$ cat src/rtl/calc_operand_entry.sv
// Operand-entry controller: synchronises/debounces enter and clear buttons and
// sequences A -> operator -> B -> show. Debounce counters present only when CALC_DEBOUNCE_EN is defined.
module calc_operand_entry #(
  parameter int unsigned DEBOUNCE_CYCLES = 16
) (
  input  logic       clk,
  input  logic       rst_n,
  input  logic [2:0] sw,
  input  logic       op_sel,
  input  logic       btn_enter,
  input  logic       btn_clear,
  output logic [2:0] A,
  output logic [2:0] B,
  output logic       M,
  output logic       valid,
  output logic       new_calc,
  output logic [1:0] phase
);

  typedef enum logic [1:0] {
    S_A    = 2'b00,
    S_OP   = 2'b01,
    S_B    = 2'b10,
    S_SHOW = 2'b11
  } state_t;

  if (DEBOUNCE_CYCLES < 2 || DEBOUNCE_CYCLES > 65535) begin : g_param_check
    $error("DEBOUNCE_CYCLES must be in 2..65535");
  end

  // Bit 0 = enter, bit 1 = clear; both buttons share one conditioning path.
  logic [1:0] btn_raw;
  logic [1:0] sync1, sync2;
  logic [1:0] stable, stable_q;
  logic [1:0] press;

  assign btn_raw = {btn_clear, btn_enter};

  // NOTE: sequential state uses non-blocking (<=) so every flop samples pre-edge values.
  always_ff @(posedge clk) begin
    if (!rst_n) begin
      sync1    <= '0;
      sync2    <= '0;
      stable_q <= '0;
    end else begin
      sync1    <= btn_raw;
      sync2    <= sync1;
      stable_q <= stable;
    end
  end

`ifdef CALC_DEBOUNCE_EN
  localparam int CW = 16;
  logic [CW-1:0] cnt [2];

  always_ff @(posedge clk) begin
    if (!rst_n) begin
      stable <= '0;
      for (int i = 0; i < 2; i++) cnt[i] <= '0;
    end else begin
      for (int i = 0; i < 2; i++) begin
        if (sync2[i] == stable[i]) begin
          cnt[i] <= '0;
        end else if (cnt[i] == CW'(DEBOUNCE_CYCLES - 1)) begin
          cnt[i]    <= '0;
          stable[i] <= ~stable[i];
        end else begin
          cnt[i] <= cnt[i] + 1'b1;
        end
      end
    end
  end
`else
  assign stable = sync2;
`endif

  // Rising edge of the stable level only; releases are ignored.
  assign press = stable & ~stable_q;

  state_t     state_q, state_d;
  logic [2:0] a_q, a_d, b_q, b_d;
  logic       m_q, m_d, valid_q, valid_d, new_calc_q, new_calc_d;

  always_ff @(posedge clk) begin
    if (!rst_n) begin
      state_q    <= S_A;
      a_q        <= '0;
      b_q        <= '0;
      m_q        <= 1'b0;
      valid_q    <= 1'b0;
      new_calc_q <= 1'b0;
    end else begin
      state_q    <= state_d;
      a_q        <= a_d;
      b_q        <= b_d;
      m_q        <= m_d;
      valid_q    <= valid_d;
      new_calc_q <= new_calc_d;
    end
  end

  // NOTE: every output of this block gets a default first, so no path can infer a latch.
  always_comb begin
    state_d    = state_q;
    a_d        = a_q;
    b_d        = b_q;
    m_d        = m_q;
    valid_d    = valid_q;
    new_calc_d = 1'b0;
    if (press[1]) begin
      // Clear outranks a coincident enter.
      state_d = S_A;
      a_d     = '0;
      b_d     = '0;
      m_d     = 1'b0;
      valid_d = 1'b0;
    end else if (press[0]) begin
      unique case (state_q)
        S_A: begin
          a_d     = sw;
          state_d = S_OP;
        end
        S_OP: begin
          m_d     = op_sel;
          state_d = S_B;
        end
        S_B: begin
          b_d        = sw;
          valid_d    = 1'b1;
          new_calc_d = 1'b1;
          state_d    = S_SHOW;
        end
        S_SHOW: begin
          valid_d = 1'b0;
          state_d = S_A;
        end
        default: state_d = S_A;
      endcase
    end
  end

  assign A        = a_q;
  assign B        = b_q;
  assign M        = m_q;
  assign valid    = valid_q;
  assign new_calc = new_calc_q;
  assign phase    = state_q;

endmodule

$ cat config.mk
export PLATFORM = sky130hd
export DESIGN_NAME = calc_operand_entry
export DESIGN_NICKNAME = d
export VERILOG_FILES = /design/src/rtl/calc_operand_entry.sv
export SDC_FILE = /design/constraint.sdc
export NUM_CORES = 1
export LEC_CHECK = 0
export BUFFER_PORTS_ARGS = -buffer_cell sky130_fd_sc_hd__buf_2
export CAP_MARGIN = 40
export CORE_AREA = 5 5 43 45
export DETAILED_ROUTE_END_ITERATION = 12
export DIE_AREA = 0 0 48 50
export HOLD_SLACK_MARGIN = 0.02
export PLACE_DENSITY = 0.74
export SETUP_SLACK_MARGIN = 0.3
export SYNTH_ARGS = -nofsm -noshare
export SYNTH_HDL_FRONTEND = slang
export SYNTH_SLANG_ARGS = --single-unit
$ cat constraint.sdc
create_clock -name clk -period 3.26 [get_ports clk]
set_clock_uncertainty 0.15 [all_clocks]
set_input_delay 0.978 -clock clk [delete_from_list [all_inputs] [get_ports clk]]
set_output_delay 0.978 -clock clk [all_outputs]
set_load 0.02 [all_outputs]
==> results <==
- The first global-routing pass estimated 1973 µm of wire.
- The clock tree from TritonCTS is done.
- The post-CTS clock slew at the launch and capture registers of the worst setup and hold paths is around 0.080 ns.
- Summing all non-filler instances in the final layout gives an area of 788.3 µm².
- The number of design-rule violations left by the first detailed-router iteration is 0.
- The instance count of the mapped netlist is 66.
- After global routing the overflow that remains totals 0.
- The flow ran to the end, and the final reports show no timing, DRC or antenna violations.
- The total CTS buffers is 3.
- Traced cell by cell, the critical path runs through buf_2.
- The total of buffers placed on input and output ports is 18.
- During I/O placement, the number of pins put on the boundary was 19.
- The reg-to-reg critical path endpoint is B[0].
- After detailed placement, the total cell area comes to 762.0 µm².
- STA classifies the critical path startpoint as a flop.
- Cell internal power was estimated by the tool at 270.9 µW.
- The count of vias placed by the detailed router is 491.
- Routability-driven placement finished with a final weighted congestion of 0.7524.
- From bottom edge to top edge, the die measures around 50 µm.
- The switching fraction of total power is 21.84%.
- The antenna cell count is 0.
- The minimum setup slack among reg-to-reg paths is 1.88 ns.
- The die covers 2400 µm².
- The remaining max-slew budget at the tightest pin is 83.59%.
- The via count of the first global-routing pass is 460.
- The number of buffers and inverters on the critical path is 1.
- For this run, the post-layout net count is 101.
- The initial cell density of the core is 46.17%.
- The detail route stage leaves a number of antenna-violating nets equal to 0.
- In the global route stage, overall resource usage came out at 11.28%.
- The fmax is 0.4952 GHz.
- The largest single stage delay on the critical path is 0.41 ns.
- Summed over all layers, the routed wires come to 1097 µm.
- After synthesis the cells add up to 663.1 µm².
- At the pin with the least slew margin, the transition time is 0.2461 ns.
- The worst setup path is of the reg2out kind.
- The final count of pins violating max slew came to 0.
- Counting instances, the worst hold path has a depth of 1.
- Summing all multi-input logic gate instances after layout gives between 200 and 300 µm².
- The detailed-routing iteration count for the pre-antenna-repair pass is 1.
- For this run, the share of the core covered by cells in the final layout is between 50% and 60%.
- The number of antenna violations at the first check in global routing is 0.
- The register area share after synthesis is 51.32%.
- The register bit count reported by yosys is 17.
- The region available for standard cell placement spans ~1400 µm².
- The ratio of routed vias to standard cells is about 4.8.
- The die span in x is 48 µm.
- The number of filler cells placed in the layout is ~140.
- The final worst hold slack is 0.2883 ns.
- The number of buffers on the longest clock path is 2.
- The clock share of power is 30.5%.
- Leaving out fill and tap cells, the most frequent cell in the layout is buf_2.
- The kind of cell with the highest combined delay along the critical path is flip-flops.
- The total nets after synthesis is slightly below 80.
- Once detailed placement completed, the half-perimeter wirelength came to about 850 µm.
- In this run the number of H-tree levels came out at 1.
- The clock latency of the later-clocked register in the worst-skew pair is 0.28 ns.
- The number of buffers added for setup after CTS is 0.
- The combinational share of power is 7.5%.
- Setup repair after global routing left no endpoint under its margin.
- In this run the power density over the cells is 439.6 nW/µm².
- The share of total power in sequential cells is 62.0%.
- Setup violations remaining at the end of the flow were counted as 0.
- The post-synthesis average cell area is about 10 µm².
- In this run the worst hold path is classified as reg2reg.
- The number of hold violations in the final report was 0.
- Across the whole layout, storage elements account for 340.3 µm².
- The tree is rooted in a clkbuf_4.
- The layout overhead on the synthesized area is 18.87%.
- Entering global routing, the biggest net connects 14 pins.
- The clock sink count is 17.
- For hold timing, the worst endpoint is stable[0].
- In this run, post-CTS hold repair placed 0 buffers.
- The final cycle utilization of the critical path is 61.94%.
- The number of gates resized after CTS was 0.
- For this design the total switching power over the nets is 75.69 µW.
- Counting cells, the worst reg-to-reg path comes to 5.
- After layout, the minimum clock period comes to approximately 2.0 ns.
- The source of the worst hold timing path is sync1[0].
- The type of destination of the critical path is a primary output.
- Cells with a size suffix above 1 make up 32.18% of the layout.
- The aggregate negative setup slack is 0 ns.
- Of all nets on the critical path, the largest fanout is 5.
- Data on the critical path arrives at its endpoint at between 0.8 and 0.9 ns.
- The remaining design rule violation count is 0.
- During synthesis, Yosys emitted a total of 0 warnings.
- The standard-cell row count is 14.
- The leakage power total is 0.3431 nW.
- The routed wirelength normalized by instance count is approximately 11 µm.
- Across the VDD grid, the largest voltage drop is 0.2563 mV.
- The most critical setup path has its startpoint at phase[0].
- In the layout the commonest cells are buf_2 (18), dfxtp_1 (17), nand3_1 (7), a21oi_1 (7).
- The netlist uses 18 different library cells.
- The startpoint identified for the worst register-to-register timing path is phase[0].
- The required time of the worst setup path is 2.13 ns.
- The max-cap violation count is 0.
- Among all stages on the critical path, the largest delay is contributed by dfxtp_1.
-- power by group through the flow --
stage                     clock network (mW)  registers [mW]  logic (mW)
final                                  0.106           0.215      0.0260
after global placement                     0           0.219      0.0259
after CTS                              0.111           0.215      0.0265
after global routing                   0.123           0.216      0.0298
after detailed placement                   0           0.220      0.0263
after floorplan                            0           0.222      0.0154
-- layer usage --
metal	vias up	track usage (%)	routed length, µm
li1	260	-	-
met1	217	13.32	457
met2	14	17.84	543
met3	0	6.545	96
met4	0	1.345	0
met5	-	0	0
-- cell type report --
class,count,area share [%]
Tap cell,16,2.540
Clock buffer,4,3.333
Timing Repair Buffer,19,12.38
Sequential cell,17,43.17
Multi-Input combinational cell,44,37.14
Inverter,3,1.429
-- cell usage after synthesis --
| library cell | instances | share of area, % |
|---|---|---|
| and2b_2 | 1 | 1.3 |
| ha_1 | 5 | 9.4 |
| nand2_1 | 6 | 3.4 |
| a21oi_1 | 7 | 5.3 |
| o21ai_0 | 1 | 0.75 |
| and2_1 | 6 | 5.7 |
| buf_6 | 1 | 1.7 |
| a21bo_2 | 1 | 1.5 |
| mux2i_1 | 1 | 1.5 |
| nand3b_1 | 2 | 2.3 |
| dfxtp_1 | 17 | 51 |
| buf_4 | 1 | 1.1 |
| nand3_1 | 7 | 5.3 |
| nor2_1 | 3 | 1.7 |
| a21oi_2 | 1 | 1.3 |
| nor2_2 | 1 | 0.94 |
| inv_1 | 3 | 1.7 |
| a211oi_2 | 2 | 3.8 |
-- stage by stage --
step,instances,worst slack (ns),total power [mW]
floorplan,66,1.652,0.2371
global placement,99,1.523,0.2454
detailed placement,99,1.514,0.2461
CTS,103,1.222,0.3525
global route,103,1.173,0.3691
finish,103,1.241,0.3465
-- worst max path at each step --
stage                          end  cells past startpoint
final                     phase[0]                      1
after global routing      phase[0]                      1
after CTS                 phase[0]                      1
after detailed placement  phase[0]                      4
after global placement    phase[0]                      4
after floorplan           phase[0]                      0
-- logic make-up (layout without fill, tap and decap cells) --
kind of cell               count (synthesis)  count (layout)  share of synthesized area, %
adders and majority gates                  5               5                         9.434
AOI/OAI and AO/OA                         12              12                         12.64
buffers and inverters                      5              26                         4.528
DFF                                       17              17                         51.32
muxes                                      1               1                         1.509
and+or+nand+nor                           26              26                         20.57
-- flip-flops by register name (all words and copies together) (netlist names) --
name and flops:
valid 1, new_calc 1, sync1 2, M 1
A 3, stable 2, B 3, stable_q 2
phase 2
No activity file was read; power rests on OpenSTA's default activity.
